$ cat src/rtl/mac_tile_pkg.sv
// Shared types and constants for the mac_tile_mc systolic-array tile.
package mac_tile_pkg;

    typedef enum logic [1:0] {
        EMPTY  = 2'd0,
        LOADED = 2'd1,
        DRAIN  = 2'd2
    } state_e;

    localparam int unsigned INST_LOAD  = 0;
    localparam int unsigned INST_EXEC  = 1;
    localparam int unsigned INST_DRAIN = 2;

    localparam logic MODE_WS = 1'b0;
    localparam logic MODE_OS = 1'b1;

endpackage

$ cat src/rtl/mac_tile_mc_if.sv
// Neighbour-facing bus of one mac_tile_mc: west/north inputs, east/south outputs.
interface mac_tile_mc_if #(
    parameter int unsigned bw      = 4,
    parameter int unsigned psum_bw = 16,
    parameter int unsigned lanes   = 2
);
    logic [lanes*bw-1:0] in_w;
    logic [2:0]          inst_w;
    logic                mode_select;
    logic [psum_bw-1:0]  in_n;
    logic [lanes*bw-1:0] out_e;
    logic [2:0]          inst_e;
    logic [psum_bw-1:0]  out_s;

    modport master (
        output in_w, inst_w, mode_select, in_n,
        input  out_e, inst_e, out_s
    );

    modport slave (
        input  in_w, inst_w, mode_select, in_n,
        output out_e, inst_e, out_s
    );
endinterface

$ cat src/rtl/mac_dot.sv
// Combinational lanes-wide dot product: unsigned activations times signed weights.
module mac_dot #(
    parameter int unsigned bw      = 4,
    parameter int unsigned psum_bw = 16,
    parameter int unsigned lanes   = 2
) (
    input  logic [lanes*bw-1:0]        a_i,
    input  logic [lanes*bw-1:0]        b_i,
    output logic signed [psum_bw-1:0]  dot_c
);
    localparam int unsigned PW = 2 * bw + 1;

    // Each product fits in PW bits; psum_bw is wide enough that the lane sum cannot overflow.
    always_comb begin
        dot_c = '0;
        for (int k = 0; k < int'(lanes); k++) begin
            dot_c = dot_c + psum_bw'(PW'($signed({1'b0, a_i[k*bw +: bw]}))
                                   * PW'($signed(b_i[k*bw +: bw])));
        end
    end
endmodule

$ cat src/rtl/mac_tile_mc.sv
// Dual-mode (WS / OS) multi-lane MAC tile. Define MAC_TILE_SAT_EN to clamp the
// WS psum add and OS accumulate to the signed psum range instead of wrapping.
module mac_tile_mc
    import mac_tile_pkg::*;
#(
    parameter int unsigned bw      = 4,
    parameter int unsigned psum_bw = 16,
    parameter int unsigned lanes   = 2
) (
    input  logic         clk,
    input  logic         reset,
    mac_tile_mc_if.slave io
);
    localparam int unsigned LW = lanes * bw;

    state_e             state_q, state_d;
    logic               mode_q, mode_d;
    logic [LW-1:0]      a_q, a_d;
    logic [LW-1:0]      b_q, b_d;
    logic [psum_bw-1:0] acc_q, acc_d;
    logic [psum_bw-1:0] out_s_q, out_s_d;
    logic [2:0]         inst_e_q, inst_e_d;

    logic [psum_bw-1:0] dot_ws_c, dot_os_c, acc_sum_c;
    logic [LW-1:0]      w_n_c;
    logic               mode_c, ld_c, ex_c, dr_c;

    function automatic logic [psum_bw-1:0] add_fn(input logic [psum_bw-1:0] x,
                                                  input logic [psum_bw-1:0] y);
`ifdef MAC_TILE_SAT_EN
        logic [psum_bw:0] s;
        s = {x[psum_bw-1], x} + {y[psum_bw-1], y};
        if (s[psum_bw] != s[psum_bw-1])
            add_fn = s[psum_bw] ? {1'b1, {(psum_bw-1){1'b0}}} : {1'b0, {(psum_bw-1){1'b1}}};
        else
            add_fn = s[psum_bw-1:0];
`else
        add_fn = x + y;
`endif
    endfunction

    assign w_n_c = io.in_n[LW-1:0];
    assign ld_c  = io.inst_w[INST_LOAD];
    assign ex_c  = io.inst_w[INST_EXEC];
    assign dr_c  = io.inst_w[INST_DRAIN];

    mac_dot #(.bw(bw), .psum_bw(psum_bw), .lanes(lanes)) u_dot_ws (
        .a_i   (io.in_w),
        .b_i   (b_q),
        .dot_c (dot_ws_c)
    );

    mac_dot #(.bw(bw), .psum_bw(psum_bw), .lanes(lanes)) u_dot_os (
        .a_i   (io.in_w),
        .b_i   (w_n_c),
        .dot_c (dot_os_c)
    );

    assign acc_sum_c = add_fn(acc_q, dot_os_c);

    // While EMPTY the live mode_select decides behaviour; afterwards the captured mode does.
    assign mode_c = (state_q == EMPTY) ? io.mode_select : mode_q;

    always_comb begin
        state_d  = state_q;
        mode_d   = mode_q;
        a_d      = a_q;
        b_d      = b_q;
        acc_d    = acc_q;
        out_s_d  = io.in_n;
        inst_e_d = io.inst_w;

        if (state_q == EMPTY) mode_d = io.mode_select;
        if (state_q == DRAIN) state_d = LOADED;
        if (ld_c || ex_c) a_d = io.in_w;

        if (mode_c == MODE_WS) begin
            if (state_q == EMPTY) begin
                if (ld_c) begin
                    b_d                 = io.in_w;
                    state_d             = LOADED;
                    inst_e_d[INST_LOAD] = 1'b0;
                end
            end else if (ex_c) begin
                out_s_d = add_fn(io.in_n, dot_ws_c);
            end
        end else begin
            if (ex_c) begin
                b_d     = w_n_c;
                acc_d   = acc_sum_c;
                out_s_d = psum_bw'(w_n_c);
                if (state_q == EMPTY) state_d = LOADED;
            end
            // Drain wins the south port; a same-cycle exec is folded into the drained value.
            if (state_q == LOADED && dr_c) begin
                state_d = DRAIN;
                out_s_d = ex_c ? acc_sum_c : acc_q;
                acc_d   = '0;
            end
        end
    end

    always_ff @(posedge clk or posedge reset) begin
        if (reset) begin
            state_q  <= EMPTY;
            mode_q   <= MODE_WS;
            a_q      <= '0;
            b_q      <= '0;
            acc_q    <= '0;
            out_s_q  <= '0;
            inst_e_q <= '0;
        end else begin
            state_q  <= state_d;
            mode_q   <= mode_d;
            a_q      <= a_d;
            b_q      <= b_d;
            acc_q    <= acc_d;
            out_s_q  <= out_s_d;
            inst_e_q <= inst_e_d;
        end
    end

    assign io.out_e  = a_q;
    assign io.inst_e = inst_e_q;
    assign io.out_s  = out_s_q;
endmodule
$ cat src/flat_wrapper.sv
// flat-port wrapper written by rule: the top's interface ports become plain ports
module mac_tile_mc_flat import mac_tile_pkg::*;
#(
    parameter int unsigned bw      = 4,
    parameter int unsigned psum_bw = 16,
    parameter int unsigned lanes   = 2
)
  (clk, reset, io_in_w, io_inst_w, io_mode_select, io_in_n, io_out_e, io_inst_e, io_out_s);
  mac_tile_mc_if #(.bw(bw), .psum_bw(psum_bw), .lanes(lanes)) io_i ();
  input  logic clk;
  input  logic reset;
  input wire logic [$bits(io_i.in_w)-1:0] io_in_w;
  input wire logic [$bits(io_i.inst_w)-1:0] io_inst_w;
  input wire logic [$bits(io_i.mode_select)-1:0] io_mode_select;
  input wire logic [$bits(io_i.in_n)-1:0] io_in_n;
  output wire logic [$bits(io_i.out_e)-1:0] io_out_e;
  output wire logic [$bits(io_i.inst_e)-1:0] io_inst_e;
  output wire logic [$bits(io_i.out_s)-1:0] io_out_s;
  assign io_i.in_w = io_in_w;
  assign io_i.inst_w = io_inst_w;
  assign io_i.mode_select = io_mode_select;
  assign io_i.in_n = io_in_n;
  assign io_out_e = io_i.out_e;
  assign io_inst_e = io_i.inst_e;
  assign io_out_s = io_i.out_s;
  mac_tile_mc #(.bw(bw), .psum_bw(psum_bw), .lanes(lanes)) u_core (.clk(clk), .reset(reset), .io(io_i));
endmodule
$ cat config.mk
export PLATFORM = sky130hd
export DESIGN_NAME = mac_tile_mc_flat
export DESIGN_NICKNAME = d
export VERILOG_FILES = /design/src/rtl/mac_tile_pkg.sv /design/src/rtl/mac_tile_mc_if.sv /design/src/rtl/mac_dot.sv /design/src/rtl/mac_tile_mc.sv /design/src/flat_wrapper.sv
export SDC_FILE = /design/constraint.sdc
export NUM_CORES = 1
export LEC_CHECK = 0
export ABC_AREA = 1
export CAP_MARGIN = 20
export CORE_MARGIN = 2
export CORE_UTILIZATION = 55
export DETAILED_ROUTE_END_ITERATION = 8
export DONT_BUFFER_PORTS = 1
export PLACE_DENSITY = 0.82
export SYNTH_ARGS = -nofsm -noshare
export SYNTH_HDL_FRONTEND = slang
export SYNTH_SLANG_ARGS = --single-unit
$ cat constraint.sdc
create_clock -name clk -period 14.15 [get_ports clk]
set_input_delay 4.245 -clock clk [delete_from_list [all_inputs] [get_ports clk]]
set_output_delay 4.245 -clock clk [all_outputs]
set_load 0.02 [all_outputs]
Word level (Yosys, flattened, before mapping)
Index checks and enable logic that the tools add are counted.
- $add $sub $neg: 4
- multipliers: 4
- divide/modulo/power cells: 0
- order comparisons: 0
- eq/ne operators: 3
- shifts and indexed selects: 0
- muxes and demuxes: 21
- bitwise gates (word level): 0
- reduce and logical (&&, ||, !) cells: 6
- operator list (kind ; number):
    16-bit 2-to-1 mux ; 7
    5-bit by 4-bit multiplier with 9-bit output ; 4
    16-bit adder ; 2
    8-bit 2-to-1 mux ; 4
    9-bit by 9-bit adder with 10-bit output ; 2
    2-bit 2-to-1 mux ; 7
    2-bit nonzero test ; 2
    1-bit 2-to-1 mux ; 3
    3-bit AND reduction ; 1
    2-bit by 1-bit equality test with 1-bit output, second input constant ; 1
    2-bit equality test, second input constant ; 1
    2-bit zero test ; 1
    2-bit inequality test, second input constant ; 1
    1-bit logical AND ; 1
    1-bit logical OR ; 1
- bits in registers: 54
- bits in latches: 0
- RAM bits: 0
- bits in read-only memories: 0
- output and inout bits: 27
- word-level logic and storage cells: 45
- memories: 0

Logic depth before layout (Yosys ltp)
Gate-level depths: netlist of the first run.
- word-level depth: 6
- depth in mapped cells: 35

Hierarchy
A second synthesis of the first run with hierarchy kept.
- cells, all modules: 1150
- area total of the unflattened synthesis: 7602.3 µm²
- modules (own cells, without submodules) (module ; instances ; cells each ; area an instance (µm²)):
    mac_tile_mc ; 1 ; 644 ; 4314.1
    mac_dot at u_core.u_dot_ws ; 1 ; 253 ; 1652.8
    mac_dot at u_core.u_dot_os ; 1 ; 253 ; 1635.3

Worst setup path after synthesis of the first run
No wires, ideal clock.
- path kind: input to register
- from: input io_in_w[5]
- to: register u_core.out_s_q[14], in the netlist u_core.io.out_s[14]
- library setup time: 0.128 ns
- arrival: 9.024 ns
- data required time: 14.022 ns
- setup slack: 4.998 ns
- stages: 28
- path buffers: 1
- cells stage by stage: clkbuf_1 nand2_1 fa_1 fa_1 inv_1 fa_1 fa_1 ha_1 a21oi_1 o21ai_0 nand2_1 nand2_1 a21oi_1 o21ai_0 a21oi_1 inv_1 nand2_1 nand2_1 ha_1 nand2_1 nor2_1 nand3_1 nand3_1 nand2_1 nand3_1 nand2_1 o21ai_0 nand3_1
- longest elaborated chain between the ends: 6
- elaborated cells on any way between the ends: 11
- RTL lines (what ; line ; source):
    start, declared ; flat_wrapper.sv:12 ; input wire logic [$bits(io_i.in_w)-1:0] io_in_w;
    5-bit by 4-bit multiplier with 9-bit output ; mac_dot.sv:18 ; * PW'($signed(b_i[k*bw +: bw])));
    9-bit by 9-bit adder with 10-bit output ; mac_dot.sv:17 ; dot_c = dot_c + psum_bw'(PW'($signed({1'b0, a_i[k*bw +: bw]}))
    16-bit adder ; mac_tile_mc.sv:38 ; add_fn = x + y;
    16-bit 2-to-1 mux (on tied branches) ; -- ;
    16-bit 2-to-1 mux (on tied branches) ; mac_tile_mc.sv:78, mac_tile_mc.sv:95 ;
    16-bit 2-to-1 mux * ; mac_tile_mc.sv:77 ; if (mode_c == MODE_WS) begin
    net u_core.out_s_d[14] ; mac_tile_mc.sv:21 ; logic [psum_bw-1:0] out_s_q, out_s_d;
    end signal, assigned ; mac_tile_mc.sv:118 ; out_s_q <= out_s_d;
    end, declared ; mac_tile_mc.sv:21 ;
Mark *: on every way through the listed nets, which the timed path passes. The rest lies on a longest branch.
A chain may end at the register's enable or synchronous reset.

Final worst setup path of the first run
- from: input io_in_n[3]
- to: register u_core.out_s_q[15], in the netlist u_core.io.out_s[15]
- longest elaborated chain between the ends: 6
- elaborated cells on any way between the ends: 9
- RTL lines (what ; line ; source):
    start, declared ; flat_wrapper.sv:15 ; input wire logic [$bits(io_i.in_n)-1:0] io_in_n;
    5-bit by 4-bit multiplier with 9-bit output ; mac_dot.sv:18 ;
    9-bit by 9-bit adder with 10-bit output ; mac_dot.sv:17 ;
    16-bit adder ; mac_tile_mc.sv:38 ;
    16-bit 2-to-1 mux ; -- ;
    16-bit 2-to-1 mux ; mac_tile_mc.sv:95 ; if (state_q == LOADED && dr_c) begin
    16-bit 2-to-1 mux * ; mac_tile_mc.sv:77 ;
    net u_core.out_s_d[15] ; mac_tile_mc.sv:21 ;
Marked as above.

==> impl_metrics.toml, run 1 <==
[worst_hold_path]
timing.hold.worst.class = "flip-flop to flip-flop"
min_to = "u_core.acc_q[13]"
worstHoldPathCells = 2
min_from = "u_core.acc_q[13]"

[power]
power_per_cell_area_nw_per_um2 = 133.1
power.switching_fraction = 0.5021
clock_power_share = 0.138
report.power.total_uw = 942.2
seq_pwr_share = 0.198
p_comb_frac = 0.664
irDropWorstVdd_mv = 0.1535
power.switching_uw = 473.1
cellInternalPower_uw = 469.1
static_leakage_uw = 0.004025

[drt]
wl_um = 16180
wl_met3_um = 875
antenna_left = 0
wl_met1_um = 6997
via_per_inst = 5.344
drc_marker_count_from_the_first_detailed_route_iteration = 366
wl_met2_um = 7895
dr_total_vias = 5969
1st_pass_router_iterations = 5
route.detailed.drc = 0
wl_per_cell_um = 14.49
top_layer = "met4"

[timing]
fin_crit_ns = 9.114
skew_ns = 0.004809
fin_crit_sh = 0.6441
finalSetupTns_ns = 0
slew_viol_final = 0
grt_setup_unrepaired = "false"
slew_headroom = 0.4076
hold_ws_ns = 0.5200
finalSetupViolCount = 0
max_clock_freq_ghz = 0.1097
worst_slew_pin_slew_ns = 0.8853
hold_violation_total_from_the_final_report = 0

[cts]
clockBufferDepth = 2
clock_tree_from_tritoncts = "built"
htree_levels = 2
clk_pin_slew_worst_paths_ns = 0.07
post_cts_resized = 0
clock_latency_ns = 0.30
cts.sink_count = 54
cts_inserted_buffers = 5
postCtsSetupBuffers = 0
hold_fix_buffers_cts = 0
clock_tree.root_cell = "sky130_fd_sc_hd__clkbuf_16"

[worst_setup_path]
critPathMaxStageDelay_ns = 0.56
terminus_of_the_critical_flop_to_flop_path = "u_core.io.out_s[15]"
path_class = "input port to flip-flop"
critical_path_required_ns = 14.33
path_common_cell = "sky130_fd_sc_hd__nand2_1"
reg2regPathDepth = 28
worst_setup_path_start_kind = "input port"
crit-reg2reg-launch = "u_core.b_q[7]"
cp.arrival_ns = 9.30
cpMaxStageDelayCell = "sky130_fd_sc_hd__fa_1"
cp_max_fo = 6
timing.reg2reg.setup_slack_ns = 8.22
worst_setup_path_end_kind = "flip-flop"

[run]
timing.max_cap.violations = 0

[floorplan]
num_rows = 40
die_width_um = 115.3
ioPinCount = 57
core_area_um2 = 12060
die-area_um2 = 13290
initial_core_util = 0.5648
die_h_um = 115.3

[cells_and_area]
antenna-diode-count = 0
area_growth_pct = 3.912
nFillCells = 1081
final_layout_size_suffix_gt1_frac = 0.02950
num-nets-final = 1107

[logic_synthesis]
syn_area_cell_um2 = 7.075
syn_area_um2 = 6813
postSynthNetCount = 1122
yosysUniqueCellTypes = 37
cells_after_synth = 963
synth_sequential_area_ratio = 0.1983
synthesis.yosys.warnings = 0
yosys_register_bits = 54

[outcome]
outcome = "complete, no violations"

[grt]
grt_antenna_before_repair = 0
pin_count_of_the_biggest_net_entering_global_routing = 55
first_pass_grt_wire_length_um = 27700
first_global_vias = 5948
global_route.usage.total = 0.2628
gr-total-overflow = 0

[placed_design]
place.detailed.hpwl_um = 12820
port_buffers = 0
gpl_congestion = 0.9096
## synthesized netlist by cell type
cell / instances / share of area
sky130_fd_sc_hd__o21a_1: 2 / 0.0022
sky130_fd_sc_hd__nand2_2: 1 / 0.00092
sky130_fd_sc_hd__a21boi_0: 1 / 0.0011
sky130_fd_sc_hd__a31oi_1: 11 / 0.010
sky130_fd_sc_hd__o21ai_0: 47 / 0.035
sky130_fd_sc_hd__inv_1: 197 / 0.11
sky130_fd_sc_hd__nor2_4: 2 / 0.0033
sky130_fd_sc_hd__o221ai_1: 1 / 0.0013
sky130_fd_sc_hd__dfrtp_1: 54 / 0.20
sky130_fd_sc_hd__clkinv_1: 1 / 0.00055
sky130_fd_sc_hd__fa_1: 44 / 0.13
sky130_fd_sc_hd__or2_4: 1 / 0.0013
sky130_fd_sc_hd__nand2_4: 1 / 0.0017
sky130_fd_sc_hd__nor2_1: 61 / 0.034
sky130_fd_sc_hd__o211ai_1: 11 / 0.012
sky130_fd_sc_hd__xor2_1: 13 / 0.017
sky130_fd_sc_hd__nor2_2: 1 / 0.00092
sky130_fd_sc_hd__buf_2: 5 / 0.0037
sky130_fd_sc_hd__a21o_1: 3 / 0.0033
sky130_fd_sc_hd__nand2_1: 254 / 0.14
sky130_fd_sc_hd__nor3_1: 2 / 0.0015
sky130_fd_sc_hd__nand4_1: 8 / 0.0073
sky130_fd_sc_hd__ha_1: 85 / 0.16
sky130_fd_sc_hd__o21ai_1: 1 / 0.00073
sky130_fd_sc_hd__buf_4: 2 / 0.0022
sky130_fd_sc_hd__inv_2: 2 / 0.0011
sky130_fd_sc_hd__clkbuf_1: 15 / 0.0083
sky130_fd_sc_hd__o21bai_1: 8 / 0.0088
sky130_fd_sc_hd__o22ai_1: 6 / 0.0055
sky130_fd_sc_hd__inv_4: 1 / 0.00092
sky130_fd_sc_hd__a21oi_2: 2 / 0.0026
sky130_fd_sc_hd__buf_1: 1 / 0.00055
sky130_fd_sc_hd__nand3_1: 50 / 0.037
sky130_fd_sc_hd__mux2_2: 4 / 0.0066
sky130_fd_sc_hd__a21oi_1: 45 / 0.033
sky130_fd_sc_hd__xnor2_1: 17 / 0.022
sky130_fd_sc_hd__or2_2: 3 / 0.0028
## routing by layer
layer	vias to the layer above	global-route usage
li1	2982	-
met1	2783	0.3361
met2	170	0.4522
met3	34	0.03795
met4	0	0.09960
met5	-	0
## kinds of logic (layout without fill, tap and decap cells)
kind of cell / count (synthesis) / in the layout / synth area share
compound gates: 138 / 138 / 0.1153
xor+xnor: 30 / 30 / 0.03857
fa+ha+maj: 129 / 129 / 0.2854
buf+inv: 224 / 210 / 0.1258
flops: 54 / 54 / 0.1983
mux: 4 / 4 / 0.006611
simple gates: 384 / 384 / 0.2299
## metrics by stage
stage / setup slack (ns) / cell area (µm²) / cells / utilization
after floorplan: 4.998 / 6813 / 963 / -
after global placement: 4.912 / 6930 / 1109 / 0.5746
after detailed placement: 4.810 / 6930 / 1109 / 0.5746
after CTS: 5.102 / 7079 / 1117 / 0.5869
after global routing: 4.586 / 7079 / 1117 / 0.5869
final: 5.036 / 7079 / 1117 / 0.5869
## worst max-delay path, delay by kind of cell
| family | cells | cell delay [ns] |
|---|---|---|
| buffers and inverters | 5 | 0.48 |
| AOI/OAI and AO/OA | 5 | 0.76 |
| and+or+nand+nor | 15 | 1.13 |
| adders and majority gates | 6 | 2.68 |
## power by group through the flow
stage	Clock, µW	Sequential [µW]	Combinational (µW)
6_report	130	186	626
5_1_grt	137	187	730
4_1_cts	131	187	624
3_5_place_dp	0	189	617
3_3_place_gp	0	190	612
2_1_floorplan	0	187	507
## flip-flops by register name (all words and copies together), names as in the netlist
signal,flops
u_core.acc_q,16
u_core.io.out_s,16
u_core.b_q,8
u_core.io.out_e,8
u_core.io.inst_e,3
u_core.state_q,2
u_core.mode_q,1
## worst max path at each step
stage                     slack [ns]             endpoint  depth (start not counted)        from
after floorplan                 5.00  u_core.io.out_s[14]                         28  io_in_w[5]
after global placement          4.91  u_core.io.out_s[15]                         29  io_in_w[4]
after detailed placement        4.81  u_core.io.out_s[15]                         29  io_in_w[4]
after CTS                       5.10  u_core.io.out_s[15]                         31  io_in_n[3]
after global routing            4.59  u_core.io.out_s[15]                         31  io_in_n[3]
final                           5.04  u_core.io.out_s[15]                         31  io_in_n[3]
## final cells by class
type                    instances  area [µm²]  area share
multi-input cells             685        4604      0.6504
flip-flops and latches         54        1351      0.1909
inverters                     201       757.0      0.1069
well taps                     168       210.2     0.02969
clock buffers                   5       125.1     0.01767
clock inverters                 3       23.77    0.003358
repair buffers                  1       7.507    0.001060
## cells in the final DEF, fill, tap and decap left out, types with 2 or more instances in the layout
cell,instances
sky130_fd_sc_hd__a21o_1,3
sky130_fd_sc_hd__a21oi_1,45
sky130_fd_sc_hd__a21oi_2,2
sky130_fd_sc_hd__a31oi_1,11
sky130_fd_sc_hd__clkbuf_16,5
sky130_fd_sc_hd__clkinvlp_4,2
sky130_fd_sc_hd__dfrtp_1,54
sky130_fd_sc_hd__fa_1,44
sky130_fd_sc_hd__ha_1,85
sky130_fd_sc_hd__inv_1,196
sky130_fd_sc_hd__inv_2,3
sky130_fd_sc_hd__mux2_2,4
sky130_fd_sc_hd__nand2_1,254
sky130_fd_sc_hd__nand3_1,50
sky130_fd_sc_hd__nand4_1,8
sky130_fd_sc_hd__nor2_1,61
sky130_fd_sc_hd__nor2_4,2
sky130_fd_sc_hd__nor3_1,2
sky130_fd_sc_hd__o211ai_1,11
sky130_fd_sc_hd__o21a_1,2
sky130_fd_sc_hd__o21ai_0,47
sky130_fd_sc_hd__o21bai_1,8
sky130_fd_sc_hd__o22ai_1,6
sky130_fd_sc_hd__or2_2,3
sky130_fd_sc_hd__xnor2_1,17
sky130_fd_sc_hd__xor2_1,13
Note: power is estimated with default switching activity, not from simulation.
==> run 2: changes to the inputs <==
ABC_AREA = 0   (was 1)
clock period = 8.7 ns   (was 14.15 ns; I/O delays follow)
==> impl_metrics.toml, run 2 <==
[outcome]
outcome = "complete, no violations"

[run]
timing.max_cap.violations = 0

[worst_setup_path]
cp_max_fo = 10
worst_setup_path_start_kind = "input port"
worst_setup_path_end_kind = "flip-flop"
path_class = "input port to flip-flop"
cp.arrival_ns = 8.47
critical_path_required_ns = 8.92

[drt]
antenna_left = 0
wl_um = 15780
dr_total_vias = 5241
via_per_inst = 6.045
route.detailed.drc = 0
wl_per_cell_um = 18.19
1st_pass_router_iterations = 4
drc_marker_count_from_the_first_detailed_route_iteration = 336

[timing]
finalSetupViolCount = 0
slew_headroom = 0.2760
max_clock_freq_ghz = 0.1212
skew_ns = 0.006237
hold_violation_total_from_the_final_report = 0
finalSetupTns_ns = 0
fin_crit_sh = 0.9484
worst_slew_pin_slew_ns = 1.079
fin_crit_ns = 8.251
grt_setup_unrepaired = "false"
slew_viol_final = 0

[cts]
clock_tree_from_tritoncts = "built"
hold_fix_buffers_cts = 0
clock_tree.root_cell = "sky130_fd_sc_hd__clkbuf_16"
clock_latency_ns = 0.30
clockBufferDepth = 2
cts.sink_count = 54
htree_levels = 2
clk_pin_slew_worst_paths_ns = 0.07
postCtsSetupBuffers = 0
post_cts_resized = 0
cts_inserted_buffers = 5

[grt]
global_route.usage.total = 0.2584
pin_count_of_the_biggest_net_entering_global_routing = 55
gr-total-overflow = 0
first_pass_grt_wire_length_um = 26480
grt_antenna_before_repair = 0
first_global_vias = 5455

[logic_synthesis]
synthTopCellsByArea = "sky130_fd_sc_hd__dfrtp_1 (21%), sky130_fd_sc_hd__ha_1 (16%), sky130_fd_sc_hd__fa_1 (14%)"
synth_area_leader_cell = "sky130_fd_sc_hd__dfrtp_1"
syn_area_cell_um2 = 8.876
dominant_cell_by_count_in_the_synthesized_netlist = "sky130_fd_sc_hd__inv_1"
synth_sequential_area_ratio = 0.2077
yosysTopAreaCellShare = 0.2077
postSynthNetCount = 892
most_used_flip_flop_cell_after_synthesis = "sky130_fd_sc_hd__dfrtp_1"
cells_after_synth = 733
synth-edff-count = 0
synthesis.yosys.warnings = 0
post_synth_most_frequent_cells = "sky130_fd_sc_hd__inv_1 (96), sky130_fd_sc_hd__ha_1 (85), sky130_fd_sc_hd__nand2_1 (63)"
synthArstFlopShare = 1.000
syn_area_um2 = 6506
yosys_register_bits = 54
yosysUniqueCellTypes = 69

[power]
static_leakage_uw = 0.003394
report.power.total_uw = 1497
power_per_cell_area_nw_per_um2 = 221.3
irDropWorstVdd_mv = 0.1233

[placed_design]
place.detailed.hpwl_um = 12740
port_buffers = 0
placed_area_um2 = 6628
gpl_congestion = 0.9036

[floorplan]
die-area_um2 = 12720
die_width_um = 112.8
core_area_um2 = 11470
initial_core_util = 0.5674
ioPinCount = 57
die_h_um = 112.8
num_rows = 39

[cells_and_area]
area_growth_pct = 4.000
final_layout_size_suffix_gt1_frac = 0.05801
nFillCells = 993
num-nets-final = 883
mostFrequentLayoutCell = "sky130_fd_sc_hd__inv_1"
final_area_um2 = 6766
layout_common_cells = "sky130_fd_sc_hd__inv_1 (95), sky130_fd_sc_hd__ha_1 (85), sky130_fd_sc_hd__nand2_1 (63)"
antenna-diode-count = 0

[worst_hold_path]
timing.hold.worst.class = "flip-flop to flip-flop"
run 2: cell count changes after synthesis, moves of 9 or more:
cell | previous run | this run
sky130_fd_sc_hd__and2_1 | 0 | 34
sky130_fd_sc_hd__nand2_1 | 254 | 63
sky130_fd_sc_hd__o21ai_0 | 47 | 23
sky130_fd_sc_hd__inv_1 | 197 | 96
sky130_fd_sc_hd__xnor2_1 | 17 | 31
sky130_fd_sc_hd__nor3_1 | 2 | 15
sky130_fd_sc_hd__mux2i_1 | 0 | 16
sky130_fd_sc_hd__nand3_1 | 50 | 6
sky130_fd_sc_hd__a21o_1 | 3 | 12
sky130_fd_sc_hd__nand2b_1 | 0 | 13
run 2: where the power goes:
group / switching [µW] / internal, µW / total, µW
Combinational: 558 / 405 / 964
Sequential: 57.1 / 280 / 337
Clock: 91.1 / 106 / 197
run 2: critical path: stages:
cell and delay [ns]:
sky130_fd_sc_hd__and2_1 0.16, sky130_fd_sc_hd__fa_1 0.51, sky130_fd_sc_hd__fa_1 0.54, sky130_fd_sc_hd__fa_1 0.57, sky130_fd_sc_hd__inv_1 0.06, sky130_fd_sc_hd__fa_1 0.54
sky130_fd_sc_hd__inv_1 0.04, sky130_fd_sc_hd__ha_1 0.34, sky130_fd_sc_hd__and3_1 0.19, sky130_fd_sc_hd__a2111oi_2 0.41, sky130_fd_sc_hd__o31ai_1 0.12, sky130_fd_sc_hd__a21oi_1 0.23
sky130_fd_sc_hd__xnor2_1 0.22, sky130_fd_sc_hd__inv_1 0.14, sky130_fd_sc_hd__ha_1 0.26, sky130_fd_sc_hd__or3_1 0.37, sky130_fd_sc_hd__a2111oi_0 0.30, sky130_fd_sc_hd__nor3_1 0.19
sky130_fd_sc_hd__a21oi_2 0.17, sky130_fd_sc_hd__xnor2_1 0.09, sky130_fd_sc_hd__or3_1 0.33, sky130_fd_sc_hd__o211ai_2 0.08
run 2: cells by family after synthesis:
kind of cell	Yosys count	synth area share
adder cells (fa/ha/maj)	129	0.2988
buffers and inverters	117	0.07058
AO/OA/AOI/OAI	151	0.1660
multiplexers	24	0.03846
XOR/XNOR	41	0.05519
AND/OR/NAND/NOR	217	0.1633
flip-flops	54	0.2077
run 2: stage by stage:
| step | instances | setup WS [ns] | util | hold WS [ns] |
|---|---|---|---|---|
| finish | 867 | 0.4489 | 0.5901 | 0.5378 |
| global route | 867 | 0.07960 | 0.5901 | 0.5693 |
| CTS | 867 | 0.4644 | 0.5901 | 0.5411 |
| detailed placement | 860 | 0.2044 | 0.5780 | 0.5248 |
| global placement | 860 | 0.3417 | 0.5780 | 0.4949 |
| floorplan | 733 | 0.3631 | - | 0.4765 |
run 2: final timing paths:
path	from	end	slack, ns	depth (start not counted)
min in group asynchronous	reset	u_core.io.out_e[6]	2.37	2
worst min-delay path	u_core.acc_q[8]	u_core.acc_q[8]	0.54	2
worst min register to register	u_core.acc_q[8]	u_core.acc_q[8]	0.54	2
max in group asynchronous	reset	u_core.io.out_s[13]	5.88	2
worst max register to register	u_core.b_q[7]	u_core.io.out_s[15]	1.99	23
worst max-delay path	io_in_w[7]	u_core.io.out_s[15]	0.45	22
run 2: final cells by class:
class	instances	area, µm²	area share
Clock buffer	5	125.1	0.01849
Inverter	96	360.3	0.05325
Clock inverter	2	13.76	0.002034
Sequential cell	54	1351	0.1997
Tap cell	143	178.9	0.02644
Timing Repair Buffer	5	37.54	0.005547
Multi-Input combinational cell	562	4700	0.6945
run 2: layer usage:
| layer | global-route usage | vias up | wire length [µm] |
|---|---|---|---|
| li1 | - | 2464 | - |
| met1 | 0.3322 | 2543 | 6363 |
| met2 | 0.4339 | 187 | 7583 |
| met3 | 0.05463 | 47 | 1274 |
| met4 | 0.09106 | 0 | 553 |
| met5 | 0 | - | 0 |
==> run 3: changes to the inputs <==
ABC_AREA = 1   (was 0)
==> impl_metrics.toml, run 3 (synthesized netlist as in run 1, its figures left out) <==
[outcome]
outcome = "complete, no violations"

[cts]
clock_latency_ns = 0.30
clockBufferDepth = 2
post_cts_resized = 0
postCtsSetupBuffers = 0
cts_inserted_buffers = 5
hold_fix_buffers_cts = 0
clock_tree.root_cell = "sky130_fd_sc_hd__clkbuf_16"
clock_tree_from_tritoncts = "built"
cts.sink_count = 54
clk_pin_slew_worst_paths_ns = 0.07
htree_levels = 2

[worst_setup_path]
cp.arrival_ns = 7.57
critical_path_buf_inv_count = 5
critPathMaxStageDelay_ns = 0.56
cp_max_fo = 6
cpMaxStageDelayCell = "sky130_fd_sc_hd__fa_1"
worst_path_dominant_cell_family = "adder cells"
terminus_of_the_critical_flop_to_flop_path = "u_core.io.out_s[15]"
worst_setup_path_end_kind = "flip-flop"
worst_setup_path_startpoint = "io_in_n[3]"
path_common_cell = "sky130_fd_sc_hd__nand2_1"
crit-reg2reg-launch = "u_core.b_q[7]"
critical_path_required_ns = 8.86
timing.reg2reg.setup_slack_ns = 2.79
worst_setup_path_start_kind = "input port"
reg2regPathDepth = 28
path_class = "input port to flip-flop"

[timing]
worst_slew_pin_slew_ns = 0.8481
grt_setup_unrepaired = "false"
hold_violation_total_from_the_final_report = 0
fin_crit_ns = 7.413
finalSetupTns_ns = 0
skew_ns = 0.004602
fin_crit_sh = 0.8521
slew_viol_final = 0
final.setup.worst_slack_ns = 1.287
finalSetupViolCount = 0
max_clock_freq_ghz = 0.1349
slew_headroom = 0.4325

[floorplan]
ioPinCount = 57
initial_core_util = 0.5648
num_rows = 40
die_width_um = 115.3
core_area_um2 = 12060
die-area_um2 = 13290
die_h_um = 115.3

[cells_and_area]
layout_common_cells = "sky130_fd_sc_hd__nand2_1 (254), sky130_fd_sc_hd__inv_1 (196), sky130_fd_sc_hd__ha_1 (85)"
antenna-diode-count = 0
seq_area_um2 = 1351
multiInputGateArea_um2 = 4604
final_layout_size_suffix_gt1_frac = 0.02950
nFillCells = 1088
num-nets-final = 1107
area_growth_pct = 4.261
mostFrequentLayoutCell = "sky130_fd_sc_hd__nand2_1"

[power]
irDropWorstVdd_mv = 0.2196
power.switching_uw = 772.7
report.power.total_uw = 1566
power_per_cell_area_nw_per_um2 = 220.4
seq_pwr_share = 0.194
power.switching_fraction = 0.4936
p_comb_frac = 0.653
cellInternalPower_uw = 792.9
static_leakage_uw = 0.004043
clock_power_share = 0.153

[drt]
wl_um = 16300
via_per_inst = 5.339
wl_per_cell_um = 14.59
antenna_left = 0
dr_total_vias = 5964
drc_marker_count_from_the_first_detailed_route_iteration = 461
1st_pass_router_iterations = 5
route.detailed.drc = 0

[worst_hold_path]
min_from = "u_core.acc_q[13]"
timing.hold.worst.class = "flip-flop to flip-flop"
worstHoldPathCells = 2
min_to = "u_core.acc_q[13]"

[placed_design]
gpl_congestion = 0.9317
place.detailed.hpwl_um = 12790
port_buffers = 0
pre_cts_slack_ns = 1.005

[run]
timing.max_cap.violations = 0

[grt]
first_pass_grt_wire_length_um = 27580
gr-total-overflow = 0
first_global_vias = 5948
pin_count_of_the_biggest_net_entering_global_routing = 55
global_route.usage.total = 0.2620
grt_antenna_before_repair = 0
==> run 3: worst max-delay path by stage <==
| stage | endpoint | depth (start not counted) |
|---|---|---|
| 6_report | u_core.acc_q[15] | 31 |
| 5_1_grt | u_core.acc_q[15] | 31 |
| 4_1_cts | u_core.acc_q[15] | 31 |
| 3_5_place_dp | u_core.io.out_s[14] | 28 |
| 3_3_place_gp | u_core.io.out_s[14] | 28 |
| 2_1_floorplan | u_core.io.out_s[14] | 28 |
==> run 3: area by class of cell <==
| cell class | instances | area share |
|---|---|---|
| Clock inverter | 3 | 0.006694 |
| Multi-Input combinational cell | 685 | 0.6482 |
| Timing Repair Buffer | 1 | 0.001057 |
| Sequential cell | 54 | 0.1902 |
| Tap cell | 168 | 0.02959 |
| Clock buffer | 5 | 0.01761 |
| Inverter | 201 | 0.1066 |
==> run 3: per-stage QoR <==
step	hold WS (ns)	instances	util	cell area (µm²)
final	0.5277	1117	0.5889	7103
after global routing	0.5574	1117	0.5889	7103
after CTS	0.5236	1117	0.5889	7103
after detailed placement	0.5064	1109	0.5746	6930
after global placement	0.4910	1109	0.5746	6930
after floorplan	0.4690	963	-	6813
==> run 3: layer usage <==
metal | up-vias | GRT usage | routed length (µm)
met4 | 0 | 0.1124 | 573
met3 | 41 | 0.03374 | 808
met2 | 165 | 0.4455 | 7852
met1 | 2780 | 0.3366 | 7064
met5 | - | 0 | 0
li1 | 2978 | - | -
==> run 3: power groups by stage <==
stage          Sequential, µW  Clock (µW)  Combinational (µW)
3_5_place_dp              308           0                1010
2_1_floorplan             305           0                 825
4_1_cts                   303         242                1020
6_report                  303         240                1020
3_3_place_gp              308           0                 995
5_1_grt                   305         253                1180
==> run 3: tightest hold or removal path, stage by stage (launching register included) <==
cell and delay (ns):
sky130_fd_sc_hd__dfrtp_1 0.37, sky130_fd_sc_hd__nand2_1 0.06, sky130_fd_sc_hd__nand2_1 0.06
